[src/rtl/mc68851_cp_master.sv]
// -----------------------------------------------------------------------------
// mc68851_cp_master
//
// CPU-side master for the MC68851 coprocessor interface. One start_i pulse runs
// a full coprocessor command: write the command word, then poll the Response
// register and service its primitives until the coprocessor releases the CPU.
// Supported primitives: null (with or without come-again), transfer operand to
// the coprocessor, and transfer operand to the CPU. Other primitive types fail.
//
// Ports
//   clk_i, rst_n        clock, asynchronous active-low reset
//   start_i             one-cycle request, accepted only while idle
//   cmd_i, operand_i    command word and outgoing operand, latched on start
//   busy_o              command sequence in progress
//   done_o / err_o      one-cycle completion pulses (success / failure)
//   err_code_o          01 illegal primitive, 10 poll limit, 11 ack timeout
//   result_o            last operand read from the coprocessor
//   cs_o, we_o, addr_o, data_o   registered bus request, held until valid_i
//   data_i, valid_i     coprocessor read data and access completion
// -----------------------------------------------------------------------------
module mc68851_cp_master #(
  parameter int POLL_MAX = 255,
  parameter int ACK_MAX  = 15
) (
  input  logic        clk_i,
  input  logic        rst_n,
  input  logic        start_i,
  input  logic [15:0] cmd_i,
  input  logic [31:0] operand_i,
  output logic        busy_o,
  output logic        done_o,
  output logic        err_o,
  output logic [1:0]  err_code_o,
  output logic [31:0] result_o,
  output logic [4:0]  addr_o,
  output logic [31:0] data_o,
  input  logic [31:0] data_i,
  output logic        we_o,
  output logic        cs_o,
  input  logic        valid_i
);

  localparam logic [4:0] ADDR_RESPONSE = 5'h02;
  localparam logic [4:0] ADDR_COMMAND  = 5'h08;
  localparam logic [4:0] ADDR_OPERAND  = 5'h10;

  localparam logic [1:0] ERR_ILLEGAL = 2'b01;
  localparam logic [1:0] ERR_POLL    = 2'b10;
  localparam logic [1:0] ERR_ACK     = 2'b11;

  localparam logic [2:0] T_NULL   = 3'b000;
  localparam logic [2:0] T_TO_CP  = 3'b001;
  localparam logic [2:0] T_TO_CPU = 3'b010;

  localparam int POLL_W = (POLL_MAX < 1) ? 1 : $clog2(POLL_MAX + 1);
  localparam int ACK_W  = (ACK_MAX  < 1) ? 1 : $clog2(ACK_MAX + 1);

  // Counter values on which the access that is finishing reaches the limit.
  localparam logic [POLL_W-1:0] POLL_LAST = POLL_W'(POLL_MAX - 1);
  localparam logic [POLL_W-1:0] POLL_TOP  = POLL_W'(POLL_MAX);
  localparam logic [ACK_W-1:0]  ACK_LAST  = ACK_W'(ACK_MAX - 1);

  typedef enum logic [2:0] {
    S_IDLE,
    S_CMD_WR,
    S_RESP_RD,
    S_OPND_WR,
    S_OPND_RD,
    S_GAP
  } state_t;

  state_t              state_q, state_d;
  state_t              gap_next_q, gap_next_d;   // access to launch after GAP
  logic [15:0]         cmd_q, cmd_d;
  logic [31:0]         opnd_q, opnd_d;
  logic [POLL_W-1:0]   poll_q, poll_d;
  logic [ACK_W-1:0]    ack_q, ack_d;

  logic                cs_d, we_d, done_d, err_d;
  logic [4:0]          addr_d;
  logic [31:0]         data_d, result_d;
  logic [1:0]          err_code_d;

  logic                launch;
  state_t              launch_state;
  logic                resp_ca;
  logic [2:0]          resp_type;

  assign busy_o = (state_q != S_IDLE);

  always_comb begin
    // NOTE: every variable gets its default here, before any branch, so no
    // path through the block leaves one unassigned and no latch is inferred.
    state_d      = state_q;
    gap_next_d   = gap_next_q;
    cmd_d        = cmd_q;
    opnd_d       = opnd_q;
    poll_d       = poll_q;
    ack_d        = ack_q;
    cs_d         = cs_o;
    we_d         = we_o;
    addr_d       = addr_o;
    data_d       = data_o;
    result_d     = result_o;
    err_code_d   = err_code_o;
    done_d       = 1'b0;
    err_d        = 1'b0;
    launch       = 1'b0;
    launch_state = S_IDLE;
    resp_ca      = data_i[31];
    resp_type    = data_i[30:28];

    unique case (state_q)
      S_IDLE: begin
        if (start_i) begin
          cmd_d        = cmd_i;
          opnd_d       = operand_i;
          err_code_d   = 2'b00;
          poll_d       = '0;
          launch       = 1'b1;
          launch_state = S_CMD_WR;
        end
      end

      // The one idle bus cycle between accesses.
      S_GAP: begin
        launch       = 1'b1;
        launch_state = gap_next_q;
      end

      // Bus access states: outputs hold until valid_i or the ack limit.
      default: begin
        if (cs_o) begin
          if (valid_i) begin
            cs_d       = 1'b0;
            state_d    = S_GAP;
            gap_next_d = S_RESP_RD;
            case (state_q)
              S_CMD_WR: ;
              S_OPND_WR: poll_d = '0;
              S_OPND_RD: begin
                poll_d   = '0;
                result_d = data_i;
              end
              default: begin
                case (resp_type)
                  T_NULL: begin
                    if (!resp_ca) begin
                      state_d = S_IDLE;
                      done_d  = 1'b1;
                    end else if (poll_q >= POLL_LAST) begin
                      poll_d     = POLL_TOP;
                      state_d    = S_IDLE;
                      err_d      = 1'b1;
                      err_code_d = ERR_POLL;
                    end else begin
                      poll_d = poll_q + POLL_W'(1);
                    end
                  end
                  T_TO_CP:  gap_next_d = S_OPND_WR;
                  T_TO_CPU: gap_next_d = S_OPND_RD;
                  default: begin
                    state_d    = S_IDLE;
                    err_d      = 1'b1;
                    err_code_d = ERR_ILLEGAL;
                  end
                endcase
              end
            endcase
          end else begin
            ack_d = ack_q + ACK_W'(1);
            if (ack_q == ACK_LAST) begin
              // Abandon the access; the coprocessor never answered.
              cs_d       = 1'b0;
              state_d    = S_IDLE;
              err_d      = 1'b1;
              err_code_d = ERR_ACK;
            end
          end
        end
      end
    endcase

    // Start a new access: bus outputs are set up on the launching edge.
    if (launch) begin
      state_d = launch_state;
      cs_d    = 1'b1;
      ack_d   = '0;
      case (launch_state)
        S_CMD_WR: begin
          addr_d = ADDR_COMMAND;
          we_d   = 1'b1;
          data_d = {16'h0000, cmd_d};
        end
        S_OPND_WR: begin
          addr_d = ADDR_OPERAND;
          we_d   = 1'b1;
          data_d = opnd_q;
        end
        S_OPND_RD: begin
          addr_d = ADDR_OPERAND;
          we_d   = 1'b0;
          data_d = 32'h0;
        end
        default: begin
          addr_d = ADDR_RESPONSE;
          we_d   = 1'b0;
          data_d = 32'h0;
        end
      endcase
    end
  end

  // NOTE: sequential state is updated with non-blocking assignments so every
  // register samples its next value from the same pre-edge snapshot.
  always_ff @(posedge clk_i or negedge rst_n) begin
    if (!rst_n) begin
      state_q    <= S_IDLE;
      gap_next_q <= S_IDLE;
      cmd_q      <= '0;
      opnd_q     <= '0;
      poll_q     <= '0;
      ack_q      <= '0;
      cs_o       <= 1'b0;
      we_o       <= 1'b0;
      addr_o     <= '0;
      data_o     <= '0;
      result_o   <= '0;
      err_code_o <= '0;
      done_o     <= 1'b0;
      err_o      <= 1'b0;
    end else begin
      state_q    <= state_d;
      gap_next_q <= gap_next_d;
      cmd_q      <= cmd_d;
      opnd_q     <= opnd_d;
      poll_q     <= poll_d;
      ack_q      <= ack_d;
      cs_o       <= cs_d;
      we_o       <= we_d;
      addr_o     <= addr_d;
      data_o     <= data_d;
      result_o   <= result_d;
      err_code_o <= err_code_d;
      done_o     <= done_d;
      err_o      <= err_d;
    end
  end

endmodule

[config.mk]
export PLATFORM = sky130hd
export DESIGN_NAME = mc68851_cp_master
export DESIGN_NICKNAME = d
export VERILOG_FILES = /design/src/rtl/mc68851_cp_master.sv
export SDC_FILE = /design/constraint.sdc
export NUM_CORES = 1
export LEC_CHECK = 0
export BUFFER_PORTS_ARGS = -buffer_cell sky130_fd_sc_hd__buf_2
export CORE_UTILIZATION = 52
export DETAILED_ROUTE_END_ITERATION = 8
export GPL_ROUTABILITY_DRIVEN = 0
export MAX_ROUTING_LAYER = met4
export PLACE_DENSITY = 0.78
export SLEW_MARGIN = 5
export SYNTH_ARGS = -nofsm -noshare
export SYNTH_HDL_FRONTEND = slang
export SYNTH_SLANG_ARGS = --single-unit
[constraint.sdc]
create_clock -name clk_i -period 2.37 [get_ports clk_i]
set_input_delay 0.474 -clock clk_i [delete_from_list [all_inputs] [get_ports clk_i]]
set_output_delay 0.474 -clock clk_i [all_outputs]
set_load 0.02 [all_outputs]
==> impl_metrics.yaml <==
outcome:
  status: "complete, no violations"
cts:
  root_buffer: "clkbuf_16"
  cts_inserted_buffers: 17
  cts_sinks: 139
  cts_setup_buffers: 0
  insertion_delay_ps: 410
  clk_pin_slew_worst_paths_ps: 50
  tritoncts: "built"
  clock_path_buffers: 2
  cts_resized: 0
  cts_max_level: 4
critical_path:
  crit_buf_inv: 3
  crit_arrival_ps: 1680
  worst_ep_required_time_ps: 1900
  cp-startpoint: "state_q[0]$_DFFE_PN0P_"
  worstSetupPathType: "flop to output port"
  cp_slowest_cell: "dfrtp_1"
  cp-start-kind: "flop"
  r2r-start: "state_q[0]$_DFFE_PN0P_"
  critical_path.cell_chain: "buf_4 -> nor3_2 -> inv_1 -> buf_2"
  slowest_delay_ps: 460
  reg2regPathDepth: 6
  end_kind: "output port"
  path_max_fanout: 8
  path_depth: 4
  crit_family: "buffers and inverters"
synth:
  synth_top_area_share: 0.5867
  synth-simple-area-share: 0.09223
  avgSynthCellArea_um2: 13.00
  synthAdderAreaFrac: 0.008442
  seq_area_frac_synth: 0.5867
  synthArstFlopShare: 1.000
  synth_area_leaders: "dfrtp_1 (59%), mux2_2 (16%), a22o_1 (3.0%)"
  syn_area_um2: 5928
  muxShareOfSynthArea: 0.1577
  synth_cells: 456
  synth_top_family_by_area: "multiplexers"
  synth_compound_area_frac: 0.1169
  synth_edf_count: 0
  synth_largest_area_cell: "dfrtp_1"
  synth_cell_types: 51
  synth_common_cells: "dfrtp_1 (139), mux2_2 (82), nand2_1 (39)"
  synth-seq-cells: 139
  ys_warn_count: 0
  synth_xor_area_frac: 0.002955
  synth_flop_cell: "dfrtp_1"
  synth_most_common_cell: "dfrtp_1"
hold_path:
  hold_class: "primary input to flop"
  min-delay-start: "data_i[1]"
  holdPathStages: 2
detailed_routing:
  vias: 4178
  met3_length_um: 1013
  drt_iter0_markers: 215
  drc: 0
  routed_wl_um: 12350
  drt-wirelength-per-cell_um: 16.12
  ant_nets: 0
  routedLengthMet1_um: 5267
  via_per_inst: 5.454
  wl_met2_um: 5926
  dr.max_layer_used: "met4"
  dr.pass1.iters: 4
sta:
  max_freq_mhz: 465.2
  finalSetupTns_ps: 0
  worst_pin_slew_ps: 629.0
  fin_crit_sh: 0.9069
  maxSlewViolCount: 0
  worst_slack_ps: 220.6
  timing_hold_violations_final: 0
  setup_viol: 0
  worst_slew_margin_rel: 0.5807
  period_needed_ps: 2149
  rsz0062_at_grt: "false"
  clock_skew_ps: 5.836
global_routing:
  grt_max_degree: 84
  grt_pass1_wl_um: 20360
  antenna_found_initial: 0
  track_usage: 0.2330
  overflow: 0
  grt_pass1_vias: 4267
floorplan:
  rows: 38
  die_x_um: 108.8
  die_height_um: 108.8
  start_util: 0.5398
  die_area_um2: 11830
  fp.coreArea_um2: 10980
  num_io_pins: 160
final_layout:
  design_area_um2: 7371
  num_antenna_cells: 0
  synthToLayoutAreaGrowth_pct: 24.34
  drive_above_1_share: 0.4505
  final_nets: 702
pwr:
  p_leak_nw: 3.662
  peakVddDrop_mv: 0.8187
  powerDensity_nw_per_um2: 1324
placed_design:
  dpl_cell_area_um2: 6832
  dp_hpwl_um: 8578
  io_buffer_count: 157
  pre_cts_ws_ps: 314.3
flow_run:
  max-cap-violations: 0
==> power by group <==
group	switching [mW]	leakage [nW]	internal, mW
Sequential	0.565	1.74	3.34
Clock	0.920	0.261	1.45
Combinational	1.92	1.67	1.55
==> final timing paths <==
path                            slack (ps)                        end
min in group asynchronous              490  err_code_o[1]$_DFFE_PN0P_
worst max-delay path                   220                     busy_o
worst min register to register         480      addr_o[3]$_DFFE_PN0P_
max in group asynchronous             1170      data_o[7]$_DFFE_PN0P_
worst max register to register         290      data_o[3]$_DFFE_PN0P_
worst min-delay path                   290    result_o[1]$_DFFE_PN0P_
==> per-layer routing <==
metal | track usage | up-vias
met1 | 0.2883 | 2040
met4 | 0.07143 | 0
met2 | 0.3603 | 166
met5 | - | -
li1 | - | 1955
met3 | 0.08189 | 17
==> layout make-up <==
| type | count | area (um^2) |
|---|---|---|
| Timing Repair Buffer | 167 | 919.6 |
| Multi-Input combinational cell | 284 | 2250 |
| Inverter | 5 | 18.77 |
| Tap cell | 140 | 175.2 |
| Clock buffer | 23 | 457.9 |
| Sequential cell | 139 | 3478 |
| Clock inverter | 8 | 71.32 |
| Fill cell | 808 | 3612 |
==> repair_timing <==
action                                  4_1_cts  5_1_grt
endpoints found under the setup margin        0        0
endpoints found under the hold margin        26        0
hold buffers                                  1        0
==> stage by stage <==
step           utilization  hold WS (ps)  power [mW]  cells
4_1_cts             0.6711         271.9       9.877    766
2_1_floorplan            -         178.4       6.398    457
3_5_place_dp        0.6220         359.0       7.460    734
3_3_place_gp        0.6220         355.0       7.264    734
6_report            0.6711         286.6       9.759    766
5_1_grt             0.6711         278.5       10.38    766
==> cell families after synthesis <==
logic type	after synthesis
multiplexers	83
buffers and inverters	34
other	1
XOR/XNOR	2
AND/OR/NAND/NOR	100
adder cells (fa/ha/maj)	4
AO/OA/AOI/OAI	93
flip-flops	139
==> state kept, by name (all words and copies together), names as in the netlist, 2 cells and up <==
name        flops
ack_q           4
addr_o          3
cmd_q          16
data_o         32
err_code_o      2
gap_next_q      3
opnd_q         32
poll_q          8
result_o       32
state_q         3
==> cell usage in the layout, fill, tap and decap left out, types with 4 or more instances in the layout <==
cell       count
buf_12         4
a21oi_1       10
clkbuf_1       5
a21o_1         6
a221o_1        4
nand2_1       39
clkbuf_16     17
a22oi_1       16
a22o_1        20
nor3_1         4
o21ai_0       10
nor2_1        10
ha_1           4
nand2b_1      18
dfrtp_1      139
clkinv_2       5
inv_1          5
o21ai_1        6
nand3_1        7
mux2_2        82
buf_4          5
and3_1         6
buf_2        156
Note: power is estimated with default switching activity, not from simulation.
